<file path="config.mk">
export PLATFORM = sky130hd
export DESIGN_NAME = sprshift_wide
export DESIGN_NICKNAME = d
export VERILOG_FILES = /design/src/rtl/sprshift_wide.sv
export SDC_FILE = /design/constraint.sdc
export NUM_CORES = 1
export LEC_CHECK = 0
export ABC_AREA = 1
export CAP_MARGIN = 20
export CORE_UTILIZATION = 49
export DETAILED_ROUTE_END_ITERATION = 8
export HOLD_SLACK_MARGIN = 0.15
export PLACE_DENSITY = 0.71
export SLEW_MARGIN = 40
export SYNTH_ARGS = -nofsm -noshare
export SYNTH_HDL_FRONTEND = slang
export SYNTH_SLANG_ARGS = --single-unit
</file>
<file path="constraint.sdc">
create_clock -name clk -period 4.6 [get_ports clk]
set_input_delay 0.92 -clock clk [delete_from_list [all_inputs] [get_ports clk]]
set_output_delay 0.92 -clock clk [all_outputs]
set_load 0.005 [all_outputs]
</file>
<file path="src/rtl/sprshift_wide.sv">
// sprshift_wide: per-sprite pixel shifter for the display path.
// Holds sprite position/control and two bitplane data latches written over
// the register bus, arms on a DATA write and, when the beam reaches the
// horizontal start, serialises a 2-bit pixel stream. Supports 16/32/64-bit
// fetches, extended horizontal resolution and a 1x/2x/4x pixel period.
//
// Ports:
//   clk      - single clock, all state changes on its rising edge
//   reset    - synchronous, active-high reset
//   aen      - register write strobe for this sprite
//   address  - register select: 0 POS, 1 CTL, 2 DATA, 3 DATB
//   hpos     - current horizontal beam position
//   data_in  - write data (POS/CTL use bits [7:0])
//   sprdata  - {planeB MSB, planeA MSB}, current pixel
//   attach   - attach flag from CTL bit 7
//   active   - high while undrained pixels are being shown
module sprshift_wide #(
    parameter int unsigned WORDS = 1,
    parameter int unsigned HBITS = 9
) (
    input  logic                  clk,
    input  logic                  reset,
    input  logic                  aen,
    input  logic [1:0]            address,
    input  logic [HBITS-1:0]      hpos,
    input  logic [16*WORDS-1:0]   data_in,
    output logic [1:0]            sprdata,
    output logic                  attach,
    output logic                  active
);
    localparam int unsigned SW = 16 * WORDS;
    localparam int unsigned CW = $clog2(SW) + 1;

    typedef enum logic [1:0] {
        REG_POS  = 2'd0,
        REG_CTL  = 2'd1,
        REG_DATA = 2'd2,
        REG_DATB = 2'd3
    } reg_sel_t;

    typedef enum logic [1:0] {
        RATE_1X     = 2'd0,
        RATE_2X     = 2'd1,
        RATE_4X     = 2'd2,
        RATE_1X_ALT = 2'd3
    } rate_t;

    logic [HBITS-1:0] hstart;
    logic             armed;
    rate_t            rate;
    rate_t            cur_rate;
    logic [SW-1:0]    datla;
    logic [SW-1:0]    datlb;
    logic [SW-1:0]    shifta;
    logic [SW-1:0]    shiftb;
    logic             load;
    logic             load_del;
    logic [CW-1:0]    cnt;
    logic [1:0]       div;
    logic [1:0]       div_last;
    logic             tick;

    // Register bus: position, control and bitplane latches.
    always_ff @(posedge clk) begin
        if (reset) begin
            hstart <= '0;
            attach <= 1'b0;
            rate   <= RATE_1X;
            armed  <= 1'b0;
            datla  <= '0;
            datlb  <= '0;
        end else if (aen) begin
            case (reg_sel_t'(address))
                REG_POS: hstart[HBITS-1 -: 8] <= data_in[7:0];
                REG_CTL: begin
                    attach              <= data_in[7];
                    rate                <= rate_t'(data_in[6:5]);
                    hstart[HBITS-9:0]   <= data_in[HBITS-9:0];
                    armed               <= 1'b0;
                end
                REG_DATA: begin
                    datla <= data_in;
                    armed <= 1'b1;
                end
                REG_DATB: datlb <= data_in;
                default: ;
            endcase
        end
    end

    // Last divider value of a pixel period for the sprite in flight.
    always_comb begin
        div_last = '0;
        case (cur_rate)
            RATE_2X: div_last = 2'd1;
            RATE_4X: div_last = 2'd3;
            default: div_last = '0;
        endcase
    end

    assign tick = (div == div_last) && (cnt != '0);

    // Trigger pipeline and shifter. A load restarts the shifter even while a
    // sprite is draining, so it takes priority over the pixel tick.
    always_ff @(posedge clk) begin
        if (reset) begin
            load     <= 1'b0;
            load_del <= 1'b0;
            shifta   <= '0;
            shiftb   <= '0;
            cnt      <= '0;
            div      <= '0;
            cur_rate <= RATE_1X;
        end else begin
            load     <= armed && (hpos == hstart);
            load_del <= load;
            if (load_del) begin
                shifta   <= datla;
                shiftb   <= datlb;
                cnt      <= CW'(SW);
                div      <= '0;
                cur_rate <= rate;
            end else if (tick) begin
                shifta <= {shifta[SW-2:0], 1'b0};
                shiftb <= {shiftb[SW-2:0], 1'b0};
                cnt    <= cnt - CW'(1);
                div    <= '0;
            end else if (cnt != '0) begin
                div <= div + 2'd1;
            end else begin
                div <= '0;
            end
        end
    end

    assign sprdata = {shiftb[SW-1], shifta[SW-1]};
    assign active  = (cnt != '0);

endmodule

</file>
==> flow_summary.ini, run 1 <==
[worst_hold_path]
hold_class = reg -> reg
hp-start = load
worstHoldEndpoint = load_del
hold_depth = 2

[synthesis]
synthesis.instances = 504
yosysSeqAreaShare = 0.4698
synthFlopType = dfxtp_1
synth_common_cells = nor2_1 (147), nand2_1 (97), dfxtp_1 (88)
syn-mean-instance-area_um2 = 7.440
synth_top_area_share = 0.4698
synth_async_sr_flop_share = 0
synth_area_leaders = dfxtp_1 (47%), nor2_1 (15%), nand2_1 (9.7%), mux2i_1 (7.5%), o21ai_0 (4.7%)
ys_types = 22
yosysWarnings = 0
yosys_register_bits = 88
synth_nets = 540
synth-edff-count = 0
yosysMostFrequentCell = nor2_1
yosysTopAreaCell = dfxtp_1
syn_area_um2 = 3750

[setup_path]
worstSetupPathType = in -> reg
r2r_end = shiftb[11]
critPathRequiredTime_ns = 4.85
ff2ff_setup_slack_ns = 2.36
critPathCaptureType = flip-flop
r2r_cells = 11
cp-start-kind = input pin
cp.arrival_ns = 2.81
r2r-start = cur_rate[0]
cp_max_fo = 17

[die]
initial_core_util = 0.5115
die_y_um = 89.48
die-area_um2 = 8007
core_um2 = 7331
io_pins = 34
rows = 31
dieWidth_um = 89.48

[timing]
fin_crit_sh = 0.5572
hold_slack_ns = 0.4087
hold_viol = 0
setup_violations = 0
clock_skew_ns = 0.009324
rsz0062_at_grt = false
drv_slew = 0
slew_headroom = 0.4973
fmax_mhz = 390.2
tightestPinTransition_ns = 0.7522
period_needed_ns = 2.563
tns_ns = 0

[final_layout]
multiInputGateArea_um2 = 1740
fill_cells = 667
fin_area_um2 = 4308
syn_to_final_growth_pct = 14.88
nNetsFinal = 560
drive_gt1_frac = 0.05671
seq_area_um2 = 1763
fin_cells = 628
diodes = 0

[job]
cap_viol_max_count = 0

[global_route]
grt_pass1_wl_mm = 12.46
overflow = 0
grt_usage = 0.2066
grt_pass1_vias = 2817
antenna_found_initial = 0
grt_max_degree = 78

[cts]
clk_pin_slew_ns = 0.09
post_cts_resized = 0
clockRootBuffer = clkbuf_8
insertion_delay_ns = 0.36
numCtsBuffers = 9
cts_hold_buffers = 0
cts_tree = yes
cts.sink_count = 88
ctsLongestPathBuffers = 2
htreeDepth = 3
postCtsSetupBuffers = 0

[routing]
antenna_left = 0
drt_iter0_markers = 147
vias = 3128
wl_mm = 7.734
vias_per_cell = 4.981
post-route-drc-count = 0
wl_per_cell_um = 12.32
drt_first_pass_iters = 4

[place]
place_area_um2 = 4080
io_buffers = 33
place_congestion = 0.7788
dpl.hpwl_mm = 5.083
place_inst = 612

[pwr]
pwr_density_cell_nw_per_um2 = 537.1
leakagePower_nw = 1.827
irDropWorstVdd_mv = 0.2144

[status]
status = finished clean
## layout by cell type, fill, tap and decap left out, types with 2 or more instances in the layout
cell type,instances
a21oi_1,17
buf_4,3
bufinv_16,2
clkbuf_8,10
clkdlybuf4s50_1,33
dfxtp_1,87
ha_1,6
inv_1,20
inv_2,5
inv_6,2
mux2i_1,28
nand2_1,96
nand3_1,5
nand3_2,2
nand3b_1,2
nor2_1,147
o21ai_0,35
o21ai_1,16
xnor2_1,3
xor2_1,2
## stage by stage
stage	total power, mW	util	setup WS, ns
after floorplan	1.595	-	2.802
after global placement	1.704	0.5559	1.684
after detailed placement	1.728	0.5566	1.669
after CTS	2.331	0.5876	2.022
after global routing	2.480	0.5876	1.964
final	2.314	0.5876	2.037
## kinds of logic after synthesis
kind of cell,count (synthesis),share of synthesized area
AOI/OAI and AO/OA,70,0.09510
xor gates and xnor gates,5,0.01168
adders and majority gates,6,0.02002
buffers and inverters,53,0.06673
DFF,88,0.4698
muxes,28,0.07474
and+or+nand+nor,254,0.2619
## registers in the layout (all words and copies together) (netlist names), 5 cells and up
| register | cells |
|---|---|
| datlb | 16 |
| hstart | 9 |
| shifta | 16 |
| datla | 16 |
| shiftb | 16 |
| cnt | 5 |
## worst max-delay path by stage
stage | from | end | depth (start not counted)
after floorplan | address[0] | datla[9] | 6
after global placement | address[0] | armed | 6
after detailed placement | address[0] | armed | 6
after CTS | cnt[0] | active | 4
after global routing | cnt[0] | active | 4
final | address[0] | armed | 6
## layout make-up
| type | count | share of cell area |
|---|---|---|
| inverters | 26 | 0.02324 |
| repair buffers | 36 | 0.08191 |
| well taps | 99 | 0.02875 |
| multi-input cells | 363 | 0.4040 |
| flip-flops and latches | 88 | 0.4092 |
| clock buffers | 10 | 0.03195 |
| clock inverters | 6 | 0.02091 |
## critical path, cell delays in order
cell and delay [ns]:
clkdlybuf4s50_1 0.51, inv_1 0.07, ha_1 0.19, nand2_1 0.48, inv_2 0.32, a32o_1 0.30
## where the power goes
| part | total, mW | switching, mW | internal (mW) |
|---|---|---|---|
| registers | 1.00 | 0.0838 | 0.917 |
| clock network | 0.606 | 0.282 | 0.324 |
| logic | 0.708 | 0.420 | 0.287 |
| total | 2.31 | 0.786 | 1.53 |
## per-layer routing
| layer | part of all wire | wire [um] | track usage |
|---|---|---|---|
| met5 | 0 | 0 | 0 |
| met4 | 0.012 | 95 | 0.07359 |
| met3 | 0.033 | 255 | 0.03601 |
| met2 | 0.49 | 3759 | 0.3629 |
| met1 | 0.47 | 3623 | 0.2543 |
Note: power is estimated with default switching activity, not from simulation.
==> run 2, diff against run 1 <==
--- a/config.mk
+++ b/config.mk
@@ -10,7 +10,7 @@
 export CORE_UTILIZATION = 49
 export DETAILED_ROUTE_END_ITERATION = 8
 export HOLD_SLACK_MARGIN = 0.15
-export PLACE_DENSITY = 0.71
+export PLACE_DENSITY = 0.73
 export SLEW_MARGIN = 40
 export SYNTH_ARGS = -nofsm -noshare
 export SYNTH_HDL_FRONTEND = slang
==> constraint.sdc (replaced) <==
create_clock -name clk -period 2.2 [get_ports clk]
set_input_delay 0.44 -clock clk [delete_from_list [all_inputs] [get_ports clk]]
set_output_delay 0.44 -clock clk [all_outputs]
set_load 0.005 [all_outputs]
==> run 2 against run 1 <==
Compared with the run above:
- sequential share of layout area shrank 0.17 points
- hold slack gained 0.0067 ns
- critical endpoint is now active
- critical path type is now reg -> out
- total power grew 100%
- sequential power grew 110%
- final area grew 0.41%
- die area is the same
- global-route usage grew 0.28 points
- setup slack lost 1.9 ns
- critical path depth shrank 2
- wire length shrank 4.2%
- register-to-register slack lost 2.0 ns
==> flow_summary.ini, run 2 (synthesis results as in run 1) <==
[timing]
fmax_mhz = 491.4
setup_violations = 0
slew_headroom = 0.7680
hold_slack_ns = 0.4155
fin_crit_sh = 0.9251
rsz0062_at_grt = false
drv_slew = 0
fin_ws_ns = 0.1648
clock_skew_ns = 0.01004
period_needed_ns = 2.035
tightestPinTransition_ns = 0.3472
tns_ns = 0
hold_viol = 0

[place]
place_congestion = 0.8120
dpl.hpwl_mm = 5.127
place_inst = 617
preCtsSetupSlack_ns = 0.2851
io_buffers = 33

[pwr]
pwr_density_cell_nw_per_um2 = 1075
irDropWorstVdd_mv = 0.5206
leakagePower_nw = 1.838

[cts]
post_cts_resized = 0
cts_tree = yes
clk_pin_slew_ns = 0.08
numCtsBuffers = 9
insertion_delay_ns = 0.35
ctsLongestPathBuffers = 2
clockRootBuffer = clkbuf_8
cts.sink_count = 88
cts_hold_buffers = 0
htreeDepth = 3
postCtsSetupBuffers = 0

[global_route]
overflow = 0
grt_pass1_wl_mm = 12.70
grt_max_degree = 63
grt_usage = 0.2094
grt_pass1_vias = 2862
antenna_found_initial = 0

[die]
die-area_um2 = 8007
initial_core_util = 0.5115
dieWidth_um = 89.48
rows = 31
io_pins = 34
die_y_um = 89.48
core_um2 = 7331

[worst_hold_path]
hold_class = reg -> reg

[routing]
vias = 3077
antenna_left = 0
vias_per_cell = 4.861
post-route-drc-count = 0
drt_iter0_markers = 168
drt_first_pass_iters = 4
wl_per_cell_um = 11.70
wl_mm = 7.407

[setup_path]
cp_max_fo = 3
critPathRequiredTime_ns = 1.76
worstSetupPathType = reg -> out
critPathCaptureType = primary output
cp.arrival_ns = 1.60
cp-start-kind = flip-flop

[final_layout]
seq_area_um2 = 1763
fill_cells = 681
multiInputGateArea_um2 = 1738
final_common_cell = nor2_1
fin_cells = 633
nNetsFinal = 565
diodes = 0
syn_to_final_growth_pct = 15.35
layout_common_cells = nor2_1 (147), nand2_1 (97), dfxtp_1 (87), o21ai_0 (35), clkdlybuf4s50_1 (33)
drive_gt1_frac = 0.06180

[status]
status = finished clean

[job]
cap_viol_max_count = 0
==> run 2: worst paths after layout <==
path	end	slack, ns	cells past startpoint	from
worst min-delay path	load_del	0.42	2	load
worst max register to register	shifta[4]	0.33	11	cur_rate[0]
worst max-delay path	active	0.16	4	cnt[0]
worst min register to register	load_del	0.42	2	load
==> run 2: layout make-up <==
| type | count | share of cell area |
|---|---|---|
| Sequential cell | 88 | 0.4076 |
| Multi-Input combinational cell | 363 | 0.4018 |
| Timing Repair Buffer | 41 | 0.09604 |
| Clock buffer | 10 | 0.02951 |
| Tap cell | 99 | 0.02864 |
| Inverter | 26 | 0.02256 |
| Clock inverter | 6 | 0.01388 |
==> run 2: power by group <==
part | total, mW | switching (mW) | internal [mW]
combinational | 1.49 | 0.874 | 0.618
sequential | 2.09 | 0.169 | 1.92
clock | 1.07 | 0.554 | 0.519
total | 4.65 | 1.60 | 3.05
==> run 2: per-layer routing <==
layer / up-vias / routed length [um] / global-route usage
met1: 1385 / 3529 / 0.2556
met4: 0 / 91 / 0.06782
li1: 1637 / - / -
met2: 46 / 3574 / 0.3609
met3: 9 / 211 / 0.05355
met5: - / 0 / 0
==> run 2: worst max-delay path, stage by stage, from the launching register on <==
cell and delay, ns:
dfxtp_1 0.33, inv_1 0.06, ha_1 0.24, nand3_2 0.11
clkdlybuf4s50_1 0.50
==> run 2: stage by stage <==
step | util | instance area (um2) | total power, mW
final | 0.5900 | 4325 | 4.652
after detailed placement | 0.5644 | 4138 | 3.628
after global placement | 0.5644 | 4138 | 3.574
after CTS | 0.5900 | 4325 | 4.695
after floorplan | - | 3750 | 3.335
after global routing | 0.5900 | 4325 | 5.049
==> run 3, diff against run 2 <==
--- a/config.mk
+++ b/config.mk
@@ -7,6 +7,7 @@
 export LEC_CHECK = 0
 export ABC_AREA = 1
 export CAP_MARGIN = 20
+export CORE_ASPECT_RATIO = 1.1
 export CORE_UTILIZATION = 49
 export DETAILED_ROUTE_END_ITERATION = 8
 export HOLD_SLACK_MARGIN = 0.15
==> run 3 against run 2 <==
Compared with the run above:
- sequential power barely moved
- first-iteration DRC count increased by 2.4%
- sequential share of layout area is 0.14 points lower
- utilization shrank 0.60 points
- final area increased by 0.35%
- global-route usage fell by 0.17 points
- clock power hardly changed
- critical path type unchanged
- clock-buffer cell count rose by 1
- hold slack improved by 0.0011 ns
==> flow_summary.ini, run 3 (synthesis results as in run 1) <==
[setup_path]
critPathRequiredTime_ns = 1.76
worstSetupPathType = reg -> out
cp_max_fo = 3
r2r-start = cur_rate[0]
ff2ff_setup_slack_ns = 0.50
cp.arrival_ns = 1.60
slowest_stage = clkdlybuf4s50_1
critPathCaptureType = primary output
cp_cell_sequence = inv_1 -> ha_1 -> nand3_2 -> clkdlybuf4s50_1
cp-start-kind = flip-flop
cp_top_family = buffers and inverters
r2r_cells = 11
critPathMaxStageDelay_ns = 0.51
r2r_end = shifta[4]
worst-path-buf-inv = 2

[routing]
vias_per_cell = 5.077
wl_per_cell_um = 12.27
wl_mm = 7.635
post-route-drc-count = 0
drt_first_pass_iters = 4
antenna_left = 0
drt_iter0_markers = 172
vias = 3158

[cts]
htreeDepth = 3
cts_hold_buffers = 0
postCtsSetupBuffers = 0
cts.sink_count = 88
ctsLongestPathBuffers = 2
post_cts_resized = 0
clockRootBuffer = clkbuf_8
clk_pin_slew_ns = 0.08
numCtsBuffers = 9
cts_tree = yes
insertion_delay_ns = 0.35

[final_layout]
diodes = 0
fill_cells = 692
final_common_cell = nor2_1
nNetsFinal = 566
layout_common_cells = nor2_1 (147), nand2_1 (97), dfxtp_1 (87), o21ai_0 (35), clkdlybuf4s50_1 (33)
drive_gt1_frac = 0.06355
syn_to_final_growth_pct = 15.75

[global_route]
grt_pass1_vias = 2926
grt_pass1_wl_mm = 13.18
grt_usage = 0.2077
antenna_found_initial = 0
grt_max_degree = 57
overflow = 0

[timing]
hold_viol = 0
setup_violations = 0
drv_slew = 0
rsz0062_at_grt = false
tns_ns = 0
tightestPinTransition_ns = 0.4417
hold_slack_ns = 0.4166
fin_crit_sh = 0.9290
fmax_mhz = 489.3
slew_headroom = 0.7055
clock_skew_ns = 0.01390
period_needed_ns = 2.044

[die]
core_um2 = 7432
initial_core_util = 0.5045
io_pins = 34
rows = 33
dieWidth_um = 85.41
die_y_um = 93.75
die-area_um2 = 8007

[place]
io_buffers = 33
place_congestion = 0.7993
dpl.hpwl_mm = 5.289

[worst_hold_path]
worstHoldEndpoint = load_del
hold_class = reg -> reg
hp-start = load
hold_depth = 2

[job]
cap_viol_max_count = 0

[pwr]
irDropWorstVdd_mv = 0.5510
pwr_density_cell_nw_per_um2 = 1086
leakagePower_nw = 1.854

[status]
status = finished clean
-- run 3: changes by cell type in the layout (fill, tap and decap cells not counted) --
cell,before,now
clkinvlp_4,2,1
clkinv_2,3,2
clkbuf_8,9,10
buf_12,2,3
clkinv_4,0,1
-- run 3: routing by layer --
layer / global-route usage / vias to the layer above / routed length, um
met3: 0.03515 / 9 / 268
li1: - / 1645 / -
met5: 0 / - / 0
met2: 0.3673 / 61 / 3661
met1: 0.2530 / 1443 / 3612
met4: 0.07500 / 0 / 93
-- run 3: worst max path at each step --
stage	from	to	slack, ns	cells past startpoint
3_5_place_dp	address[0]	hstart[7]	0.29	7
2_1_floorplan	cur_rate[0]	shiftb[4]	0.76	12
6_report	cnt[0]	active	0.16	4
4_1_cts	cnt[0]	active	0.14	4
5_1_grt	cnt[0]	active	0.09	4
3_3_place_gp	address[0]	hstart[7]	0.36	7
-- run 3: final cells by class --
type / count / area, um2 / area share
clock buffers: 11 / 141.4 / 0.03257
flip-flops and latches: 88 / 1763 / 0.4062
well taps: 87 / 108.9 / 0.02508
multi-input cells: 363 / 1738 / 0.4004
inverters: 26 / 97.59 / 0.02248
repair buffers: 42 / 435.4 / 0.1003
clock inverters: 5 / 56.30 / 0.01297
-- run 3: per-stage QoR --
stage	utilization	setup slack, ns	cells	instance area (um2)	total power [mW]
floorplan	-	0.7610	504	3750	3.335
global placement	0.5574	0.3589	606	4143	3.600
detailed placement	0.5574	0.2892	606	4143	3.650
CTS	0.5840	0.1422	622	4340	4.743
global route	0.5840	0.09374	622	4340	5.073
finish	0.5840	0.1563	622	4340	4.712
-- run 3: where the power goes --
part	leakage [nW]	switching, mW	internal, mW
clock	0.0993	0.545	0.555
sequential	0.722	0.161	1.92
combinational	1.03	0.894	0.641
-- run 3: tightest hold or removal path, stage by stage, from the launching register on --
cell	delay (ns)
dfxtp_1	0.31
inv_1	0.05
nor2_1	0.03
